## src/rtl/sensor_temperatura_reator.sv

```systemverilog
// sensor_temperatura_reator: hysteresis/debounced overheat flag with watchdog and saturation fail-safe
module sensor_temperatura_reator #(
   parameter int TEMP_W       = 10,
   parameter int LIMITE_ALTO  = 800,
   parameter int LIMITE_BAIXO = 750,
   parameter int DEBOUNCE     = 3,
   parameter int TIMEOUT      = 1000
) (
   input  logic              CLOCK,
   input  logic              RESET_N,
   input  logic              temp_valid,
   input  logic [TEMP_W-1:0] temp,
   output logic              temp_ready,
   output logic              S,
   output logic              sensor_fault
);
   localparam int WW = $clog2(TIMEOUT);
   localparam int CW = $clog2(DEBOUNCE + 1);
   typedef enum logic [1:0] {ESPERA, AVALIA, FALHA} estado_t;
   estado_t           estado;
   logic [TEMP_W-1:0] amostra;
   logic [WW-1:0]     wd;
   logic [CW-1:0]     cnt;
   logic              classe, classe_nova, aceita, estouro, saturada;
   always_comb begin
      aceita      = temp_valid && temp_ready;
      estouro     = wd == WW'(TIMEOUT - 1);
      saturada    = &amostra;
      classe_nova = amostra >= TEMP_W'(LIMITE_ALTO) ? 1'b1 : amostra < TEMP_W'(LIMITE_BAIXO) ? 1'b0 : classe;
   end
   always_ff @(posedge CLOCK or negedge RESET_N)
      if (!RESET_N) begin
         estado       <= ESPERA;
         amostra      <= '0;
         wd           <= '0;
         cnt          <= '0;
         classe       <= 1'b0;
         S            <= 1'b0;
         sensor_fault <= 1'b0;
         temp_ready   <= 1'b1;
      end else
         case (estado)
            ESPERA:
               if (aceita) begin
                  amostra    <= temp;
                  wd         <= '0;
                  estado     <= AVALIA;
                  temp_ready <= 1'b0;
               end else if (estouro) begin
                  estado       <= FALHA;
                  wd           <= '0;
                  cnt          <= '0;
                  S            <= 1'b1;
                  sensor_fault <= 1'b1;
               end else
                  wd <= wd + 1'b1;
            AVALIA: begin
               temp_ready <= 1'b1;
               if (saturada || estouro) begin
                  estado       <= FALHA;
                  wd           <= '0;
                  cnt          <= '0;
                  S            <= 1'b1;
                  sensor_fault <= 1'b1;
               end else begin
                  estado <= ESPERA;
                  wd     <= wd + 1'b1;
                  classe <= classe_nova;
                  if (classe_nova == S)
                     cnt <= '0;
                  else if (cnt == CW'(DEBOUNCE - 1)) begin
                     S   <= ~S;
                     cnt <= '0;
                  end else
                     cnt <= cnt + 1'b1;
               end
            end
            FALHA:
               // saturated samples are swallowed so the block stays failed-safe
               if (aceita && !(&temp)) begin
                  amostra      <= temp;
                  estado       <= AVALIA;
                  temp_ready   <= 1'b0;
                  sensor_fault <= 1'b0;
               end
            default: estado <= ESPERA;
         endcase
endmodule

```

## config.mk

```make
export PLATFORM = sky130hd
export DESIGN_NAME = sensor_temperatura_reator
export DESIGN_NICKNAME = d
export VERILOG_FILES = /design/src/rtl/sensor_temperatura_reator.sv
export SDC_FILE = /design/constraint.sdc
export NUM_CORES = 1
export LEC_CHECK = 0
export ABC_CLOCK_PERIOD_IN_PS = 2200
export CAP_MARGIN = 20
export CORE_ASPECT_RATIO = 1.2
export CORE_MARGIN = 3
export CORE_UTILIZATION = 55
export CTS_CLUSTER_DIAMETER = 80
export CTS_CLUSTER_SIZE = 40
export DETAILED_ROUTE_END_ITERATION = 7
export PLACE_DENSITY = 0.75
export RECOVER_POWER = 100
export SLEW_MARGIN = 20
export SYNTH_ARGS = -nofsm -noshare
export SYNTH_HDL_FRONTEND = slang
export SYNTH_SLANG_ARGS = --single-unit
```

## constraint.sdc

```tcl
create_clock -name CLOCK -period 2.2 [get_ports CLOCK]
set_input_delay 0.44 -clock CLOCK [delete_from_list [all_inputs] [get_ports CLOCK]]
set_output_delay 0.44 -clock CLOCK [all_outputs]
set_load 0.01 [all_outputs]
```

==> results_dict.tcl <==
set metrics [dict create \
    status "completed" \
    irDropWorstVdd_mv 0.4541 \
    pwr-share-clk_pct 31.1 \
    drt-pass1-iter-count 4 \
    cp-start-kind "flip-flop" \
    cts_sinks 28 \
    root_buffer "clkbuf_4" \
    cts_buffers 3 \
    critPathMaxStageDelay_ns 0.62 \
    power.net_switching_mw 0.1624 \
    drt_wl_total_um 2681 \
    diodes 0 \
    htree_levels 1 \
    finalCritPeriodShare_pct 89.04 \
    ios 16 \
    grt_antenna_before_repair 0 \
    die_y_um 61.84 \
    cts.path.max_buffers 2 \
    combPwrFrac_pct 4.4 \
    critical_path_class "reg -> out" \
    grt_overflow 0 \
    synth.most_common_cell "dfrtp_1" \
    synthToLayoutAreaGrowth_pct 15.15 \
    die_w_um 52.53 \
    reg2regPathDepth 5 \
    hold_class "reg -> reg" \
    design_area_um2 1645 \
    ys_ff_latch 28 \
    synth_cell_types 43 \
    swShare_pct 20.35 \
    grt_util_all_layers_pct 19.00 \
    slew-limit-headroom_pct 3.215 \
    grt_pass1_wl_um 4554 \
    worstHoldEndpoint "sensor_fault$_DFFE_PN0P_" \
    synth_flop_cell "dfrtp_1" \
    synth_area_um2 1429 \
    worstPathMaxFanout 5 \
    p_seq_share_pct 64.5 \
    maxCapViolCount 0 \
    setup-tns-final_ns 0 \
    rrSetupSlack_ns 0.34 \
    port_buffers 15 \
    synth.yosys.warnings 0 \
    path_buf_inv 1 \
    cts_tree "built" \
    nets 171 \
    total_power_mw 0.7980 \
    rows 19 \
    cts.clk_slew.worst_paths_ns 0.14 \
    p_per_area_nw_per_um2 485.0 \
    min_path_cells 2 \
    slew_viol_final 0 \
    num_vias 1101 \
    min-delay-start "sensor_fault$_DFFE_PN0P_" \
    hold_viol_final 0 \
    coreArea_um2 2377 \
    dieArea_um2 3248 \
    fmax_ghz 0.5105 \
    ys_seq_area_share_pct 49.12 \
    gp_congestion 0.8173 \
    synth_largest_area_cell "dfrtp_1" \
    skew_ns 0.004164 \
    path_cells "clkdlybuf4s50_1" \
    syn-instance-count 137 \
    worstSkewPairLatency_ns 0.33 \
    ant_nets 0 \
    ctsResizeCount 0 \
    rsz0062_at_grt "false" \
    setup_violations 0 \
    worst_pin_slew_ns 1.452 \
    dp_hpwl_um 2082 \
    synth_common_cells "dfrtp_1 (27), nand2_1 (14), mux2_2 (10)" \
    critPathArrivalTime_ns 1.52 \
    end_kind "output port" \
    ctsHoldBuffers 0 \
    syn_avg_cell_area_um2 10.43 \
    first_global_vias 1078 \
    grt_start_max_net_pins 29 \
    path_delay_family "flip-flops" \
    synth_edf_count 0 \
    wl_per_cell_um 14.34 \
    cp_slowest_cell "dfstp_1" \
    reg2reg_to "cnt[1]$_DFFE_PN0P_" \
    power.internal_mw 0.6356 \
    drt_iter0_markers 32 \
    initial_core_util_pct 60.11 \
    synth-async-reset-ratio_pct 100.0 \
    layout-drive-gt1-share_pct 12.18 \
    reg2reg_from "wd[0]$_DFFE_PN0P_" \
    leakagePower_nw 0.7481 \
    vias_per_cell 5.888 \
    fin_crit_ns 1.959 \
    placed_cell_area_um2 1635 \
    drc 0 \
    cts_setup_buffers 0 \
    syn-num-nets 151 \
    synth_top_area_share_pct 47.29 \
    required_ns 1.76 \
    hold_slack_ns 0.5398 \
    ys_top_cells_by_area "dfrtp_1 (47%), mux2_2 (7.9%), nand2_1 (3.7%), nand4_1 (2.6%), nor2_1 (2.4%)" \
]
[registers in the layout, summed over array words and instances, names as in the netlist]
| name | flops |
|---|---|
| S | 1 |
| amostra | 10 |
| classe | 1 |
| cnt | 2 |
| estado | 2 |
| sensor_fault | 1 |
| temp_ready | 1 |
| wd | 10 |
[layout make-up]
cell class                 instances  area [um^2]
inverter                           5        18.77
sequential                        28        701.9
timing repair buffer              19        188.9
fill                             177        732.0
tap                               31        38.79
clock buffer                       4        36.28
multi-input combinational        100        660.6
[power by group through the flow]
| stage | sequential (mW) | clock, mW | combinational [mW] |
|---|---|---|---|
| 3_3_place_gp | 0.524 | 0 | 0.0364 |
| 6_report | 0.515 | 0.248 | 0.0348 |
| 3_5_place_dp | 0.524 | 0 | 0.0368 |
| 2_1_floorplan | 0.525 | 0 | 0.00121 |
| 4_1_cts | 0.515 | 0.260 | 0.0369 |
| 5_1_grt | 0.515 | 0.272 | 0.0385 |
[worst max-delay path by stage]
stage / from / to / slack [ns] / cells after the start
floorplan: wd[0]$_DFFE_PN0P_ / classe$_DFFE_PN0P_ / 0.53 / 5
global placement: temp[6] / amostra[7]$_DFFE_PN0P_ / 0.15 / 6
detailed placement: temp[7] / amostra[3]$_DFFE_PN0P_ / 0.07 / 6
CTS: temp_ready$_DFFE_PN1P_ / temp_ready / 0.28 / 1
global route: wd[0]$_DFFE_PN0P_ / wd[7]$_DFFE_PN0P_ / 0.14 / 5
finish: temp_ready$_DFFE_PN1P_ / temp_ready / 0.24 / 1
[cells by family after synthesis]
| kind of cell | count (synthesis) | synth area share [%] |
|---|---|---|
| xor+xnor | 6 | 3.678 |
| buf+inv | 9 | 3.065 |
| flops | 28 | 49.12 |
| compound gates | 27 | 14.10 |
| fa+ha+maj | 1 | 0.8755 |
| mux | 10 | 7.881 |
| simple gates | 56 | 21.28 |
[metrics by stage]
step / std cells / setup WS (ns) / utilization (%)
finish: 187 / 0.2410 / 69.21
global route: 187 / 0.1361 / 69.21
CTS: 187 / 0.2808 / 70.32
detailed placement: 183 / 0.07070 / 68.79
global placement: 183 / 0.1502 / 68.79
floorplan: 137 / 0.5327 / -
[metal layers]
| layer | wire [um] | vias up | track usage [%] |
|---|---|---|---|
| met2 | 1352 | 21 | 34.40 |
| met3 | 78 | 7 | 2.148 |
| li1 | - | 542 | - |
| met1 | 1179 | 531 | 22.60 |
| met5 | 0 | - | 0 |
| met4 | 71 | 0 | 8.759 |
[layout by cell type, fill, tap and decap left out, drive strengths merged, types with 2 or more instances in the layout]
cell type / count
nor2b: 2
nor3: 5
a21oi: 3
clkbuf: 5
o21bai: 2
o21ai: 5
inv: 5
clkdlybuf4s50: 12
mux2: 10
nand2: 14
dlygate4sd3: 3
buf: 3
nor3b: 3
and3b: 2
nand3: 4
a32o: 2
a31oi: 5
xnor2: 3
a22oi: 2
or3: 3
dfrtp: 27
o22ai: 2
nor2: 9
and3: 2
nand4: 6
xor2: 3
Note: power is estimated with default switching activity, not from simulation.
